--- src/rtl/seven_seg_scan_ctrl.sv ---
// Time-multiplexed scan controller for a 4-digit seven-segment display.
// Optional feature macro: LEADING_ZERO_BLANK_EN (suppresses leading-zero digits).
module seven_seg_scan_ctrl #(
    parameter int unsigned SCAN_DIV     = 100000,
    parameter int unsigned BLANK_CYCLES = 1000
) (
    input  logic        clk,
    input  logic        rst,
    input  logic        enable,
    input  logic [15:0] value,
    input  logic        value_valid,
    output logic        value_ready,
    output logic [3:0]  digit_sel,
    output logic [3:0]  bcd_out,
    output logic        frame_done
);

    localparam int unsigned CNT_MAX = (SCAN_DIV > BLANK_CYCLES) ? SCAN_DIV : BLANK_CYCLES;
    localparam int unsigned CW      = $clog2(CNT_MAX + 1);

    typedef enum logic [1:0] {IDLE, BLANK, SHOW} state_t;

    state_t        state, state_n;
    logic [CW-1:0] cnt, cnt_n;
    logic [1:0]    idx, idx_n;
    logic [15:0]   active, active_n;
    logic [15:0]   pending, pending_n;
    logic          ready_n;
    logic [3:0]    digit_sel_n;
    logic [3:0]    bcd_n;
    logic          frame_done_n;
    logic          lit;
    logic          cnt_last;

    assign cnt_last = (cnt == CW'(1));

    // State, counter, datapath and registered outputs
    always_ff @(posedge clk) begin
        if (rst) begin
            state       <= IDLE;
            cnt         <= '0;
            idx         <= 2'd0;
            active      <= 16'd0;
            pending     <= 16'd0;
            value_ready <= 1'b1;
            digit_sel   <= 4'd0;
            bcd_out     <= 4'd0;
            frame_done  <= 1'b0;
        end else begin
            state       <= state_n;
            cnt         <= cnt_n;
            idx         <= idx_n;
            active      <= active_n;
            pending     <= pending_n;
            value_ready <= ready_n;
            digit_sel   <= digit_sel_n;
            bcd_out     <= bcd_n;
            frame_done  <= frame_done_n;
        end
    end

    // Next-state: IDLE -> BLANK -> SHOW -> BLANK ..., enable low aborts to IDLE
    always_comb begin
        state_n = state;
        cnt_n   = cnt;
        idx_n   = idx;
        case (state)
            IDLE: begin
                if (enable) begin
                    state_n = BLANK;
                    cnt_n   = CW'(BLANK_CYCLES);
                    idx_n   = 2'd0;
                end
            end
            BLANK: begin
                if (!enable) begin
                    state_n = IDLE;
                    cnt_n   = '0;
                    idx_n   = 2'd0;
                end else if (cnt_last) begin
                    state_n = SHOW;
                    cnt_n   = CW'(SCAN_DIV);
                end else begin
                    cnt_n = cnt - CW'(1);
                end
            end
            SHOW: begin
                if (!enable) begin
                    state_n = IDLE;
                    cnt_n   = '0;
                    idx_n   = 2'd0;
                end else if (cnt_last) begin
                    state_n = BLANK;
                    cnt_n   = CW'(BLANK_CYCLES);
                    idx_n   = 2'(idx + 2'd1);
                end else begin
                    cnt_n = cnt - CW'(1);
                end
            end
            default: begin
                state_n = IDLE;
                cnt_n   = '0;
                idx_n   = 2'd0;
            end
        endcase
    end

    // Handshake and outputs, decoded from next state so outputs line up with the state register
    always_comb begin
        pending_n    = pending;
        active_n     = active;
        ready_n      = value_ready;
        digit_sel_n  = 4'd0;
        bcd_n        = 4'd0;
        frame_done_n = 1'b0;

        if (value_ready && value_valid) begin
            pending_n = value;
            ready_n   = 1'b0;
        end else if (!value_ready &&
                     (state == IDLE || (state == BLANK && state_n == SHOW && idx == 2'd0))) begin
            active_n = pending;
            ready_n  = 1'b1;
        end

`ifdef LEADING_ZERO_BLANK_EN
        lit = (idx_n == 2'd0) || ((active_n >> {idx_n, 2'b00}) != 16'd0);
`else
        lit = 1'b1;
`endif

        if (state_n == SHOW && lit) begin
            digit_sel_n = 4'b0001 << idx_n;
            bcd_n       = active_n[{idx_n, 2'b00} +: 4];
        end

        frame_done_n = (state == SHOW) && (state_n == BLANK) && (idx == 2'd3);
    end

endmodule
--- config.mk ---
export PLATFORM = sky130hd
export DESIGN_NAME = seven_seg_scan_ctrl
export DESIGN_NICKNAME = d
export VERILOG_FILES = /design/src/rtl/seven_seg_scan_ctrl.sv
export SDC_FILE = /design/constraint.sdc
export NUM_CORES = 1
export LEC_CHECK = 0
export BUFFER_PORTS_ARGS = -buffer_cell sky130_fd_sc_hd__clkbuf_2
export CAP_MARGIN = 20
export CORE_ASPECT_RATIO = 2
export CORE_UTILIZATION = 30
export DETAILED_ROUTE_END_ITERATION = 8
export GPL_ROUTABILITY_DRIVEN = 0
export PLACE_DENSITY = 0.48
export SLEW_MARGIN = 20
export SYNTH_ARGS = -nofsm -noshare
export SYNTH_HDL_FRONTEND = slang
export SYNTH_SLANG_ARGS = --single-unit
--- constraint.sdc ---
create_clock -name clk -period 2.89 [get_ports clk]
set_input_delay 0.1445 -clock clk [delete_from_list [all_inputs] [get_ports clk]]
set_output_delay 0.1445 -clock clk [all_outputs]
set_load 0.02 [all_outputs]
==> results by group <==
CTS
  • CTS tree: built
  • Clk sink count: 63
  • Post-CTS Resized: 0
  • CTS Hold Bufs: 0
  • CTS Root Cell: clkbuf_16
  • Total CTS buffers: 9
  • Clock transition at path regs: about 0.060 ns
  • Post-CTS Setup Bufs: 0
  • Clk buf depth: 2
  • Clk Latency, worst-skew pair: ~0.33 ns
  • Number of H-tree levels: 3

Logic synthesis
  • Ys async rst share: 0%
  • Number of synthesized flops with an enable pin: 0
  • Most frequently used flop master after synthesis: dfxtp_1
  • Syn_nets: approximately 360
  • Yosys reg bits: 63
  • Syn Std Cell Area: roughly 2900 um2
  • Syn_area_per_cell: 8.62 um2
  • Mapped Cells: between 300 and 400
  • Yosys warnings: 0
  • Unique masters post-synth: 50
  • Sequential area share after synthesis: about 44%

Power
  • Internal Power: roughly 0.0016 W
  • Clk pwr share: 46.8%
  • Pwr dens: around 640 nW/um2
  • P_sw: about 0.00059 W
  • Final Power: 0.00216 W
  • Peak supply drop: approximately 310 uV
  • Leak Pwr: approximately 1.4 nW
  • Gate power share: 10.0%
  • Part of the power in registers: 43.1%
  • Sw frac: 27.1%

Layout
  • Antenna cells: 0
  • Area of the multi-input gates: between 1000 and 1500 um2
  • Area grow syn2layout: 17.7%
  • FF+latch area: 1260 um2
  • Fraction of layout cells with a size suffix above 1: between 10% and 20%
  • Filler cells: between 900 and 1000
  • Non-Filler Instances: 469
  • Nets: 384
  • Design area: roughly 3400 um2

Global route
  • Vias in the first global route: about 2600
  • Global-route wire length before repair: approximately 12000 um
  • Gr ovfl total: 0
  • GRT Resource Usage Total: 16.3%
  • Pin count of the biggest net entering global routing: 53
  • Initial antenna violation count: 0

STA
  • Setup TNS: 0 ns
  • Worst-margin pin slew: 0.693 ns
  • Max Slew Vio Count: 0
  • Max-slew headroom: a little over half
  • RSZ-0062 raised after global routing: false
  • Endpoints failing setup: 0
  • Hold Fails Final Rpt: 0
  • Fmax: just under 400 MHz
  • Final Critical Period: ~2.5 ns
  • Crit share post-route: 87.9%
  • Clock Skews: approximately 0.0080 ns
  • PnR worst setup slack: roughly 0.35 ns

Worst setup path
  • Arrival time at the worst endpoint: ~2.8 ns
  • Crit path max fanout: 17
  • FF-to-FF Start: cnt[0]
  • Crit. End Element: flip-flop
  • Req. time, crit path: ~3.1 ns
  • Worst reg2reg setup slack: ~0.35 ns
  • CP Launch Type: flip-flop
  • Crit Path Class: reg -> reg
  • Reg2Reg Depth: 8
  • Reg-to-Reg End: bcd_out[0]

Detailed routing
  • Routed Wire Length: around 7400 um
  • Drt drc: 1
  • DR vias: 2472
  • TritonRoute pass-1 iters: 6
  • 1st-iter DRT viols: 97
  • Via-to-Cell Ratio: roughly 5.3
  • DRT antenna net count: 0
  • DR WL/cell: 15.8 um

Placement
  • Placed cell area: approximately 3100 um2
  • Cell total after placement: roughly 450
  • Worst slack, placed: about 0.36 ns
  • Number of port buffers: 29
  • DP HPWL: 5340 um

Run
  • Max-cap viol count: 0

Die
  • Die Y: 141 um
  • Core Region: ~9300 um2
  • I/O pins: 30
  • Starting Density: between 30% and 40%
  • Die area: roughly 10000 um2
  • Die W: roughly 71 um
  • Rows: 50

Outcome
  • Failing checks: design-rule violations
  • Status: finished, violations left

Min path
  • Worst min-delay path category: in -> reg
  • WHS Endpoint: pending[0]
  • Worst Hold Depth: 3
  • Min-delay src: value[0]
[stage by stage]
stage                     util [%]  hold slack (ns)
after floorplan                  -            0.280
after global placement        33.3            0.370
after detailed placement      33.3            0.377
after CTS                     36.3           0.0222
after global routing          36.3           0.0334
final                         36.3           0.0320
[cells in the mapped netlist (all sizes together), types with 2 or more instances]
library cell	n	share of area, %
xor2	3	0.91
a211o	2	0.65
a21oi	34	5.9
nor3	9	1.6
o21ai	17	3.0
o311a	2	0.74
nor2	35	4.6
a22o	5	1.5
mux2i	16	5.6
nor4	7	2.8
nor2b	3	0.65
inv	7	0.91
a311oi	2	0.61
and3	15	3.3
ha	4	1.7
nand2	49	6.4
clkbuf	18	2.4
nand4	4	1.4
a221oi	8	2.4
dfxtp	63	44
buf	4	1.3
or3	4	0.87
and2	5	1.1
[area by class of cell]
class | instances | area share, %
Inverter | 7 | 0.776
Clock inverter | 7 | 1.63
Tap cell | 104 | 3.84
Clock buffer | 9 | 6.65
Multi-Input combinational cell | 242 | 43.8
Timing Repair Buffer | 37 | 6.06
Sequential cell | 63 | 37.3
[worst max-delay path: stages (launching register included)]
cell and delay [ns]:
dfxtp_1 0.40, ha_1 0.16, nor4b_2 0.32, nand4_4 0.27
o41ai_4 0.34, buf_4 0.30, mux2i_1 0.27, mux2i_1 0.11
a22o_1 0.25
[kinds of logic after synthesis]
kind of cell / count (synthesis) / share of synthesized area, %
simple gates: 138 / 24.7
compound gates: 80 / 18.3
flops: 63 / 43.8
buf+inv: 29 / 4.65
mux: 16 / 5.57
xor+xnor: 4 / 1.22
fa+ha+maj: 4 / 1.74
[sequential cells by signal, indices dropped and copies added (netlist names)]
name / count
cnt: 17
active: 16
digit_sel: 4
value_ready: 1
state: 2
frame_done: 1
pending: 16
idx: 2
bcd_out: 4
[cells in the final DEF, fill, tap and decap left out, drive strengths merged, types with 5 or more instances in the layout]
cell	n
a22o	5
buf	8
a221oi	8
and3	15
and2	5
inv	10
clkbuf	38
nor3	9
mux2i	16
a21oi	34
dfxtp	63
nor2	35
o21ai	17
nor4	7
nand2	49
[routing by layer]
| layer | wire length (um) | GRT usage [%] |
|---|---|---|
| met3 | 226 | 3.45 |
| met5 | 0 | 0 |
| met4 | 275 | 10.3 |
| met1 | 2730 | 15.4 |
| met2 | 4200 | 30.7 |
[power groups by stage]
stage | Sequential (W) | Combinational [W] | Clock, W
2_1_floorplan | 0.000944 | 0.000156 | 0
3_3_place_gp | 0.000951 | 0.000217 | 0
3_5_place_dp | 0.000952 | 0.000219 | 0
4_1_cts | 0.000933 | 0.000220 | 0.00104
5_1_grt | 0.000937 | 0.000244 | 0.00108
6_report | 0.000933 | 0.000217 | 0.00101
[how the worst max path moves through the flow]
| stage | slack (ns) | endpoint | from | cells past startpoint |
|---|---|---|---|---|
| 6_report | 0.35 | bcd_out[0] | cnt[0] | 8 |
| 3_3_place_gp | 0.43 | digit_sel[3] | cnt[0] | 7 |
| 3_5_place_dp | 0.36 | bcd_out[0] | cnt[0] | 8 |
| 5_1_grt | 0.14 | bcd_out[0] | cnt[0] | 8 |
| 4_1_cts | 0.35 | bcd_out[0] | cnt[0] | 8 |
| 2_1_floorplan | 0.58 | bcd_out[0] | cnt[0] | 8 |
Note: power is estimated with default switching activity, not from simulation.
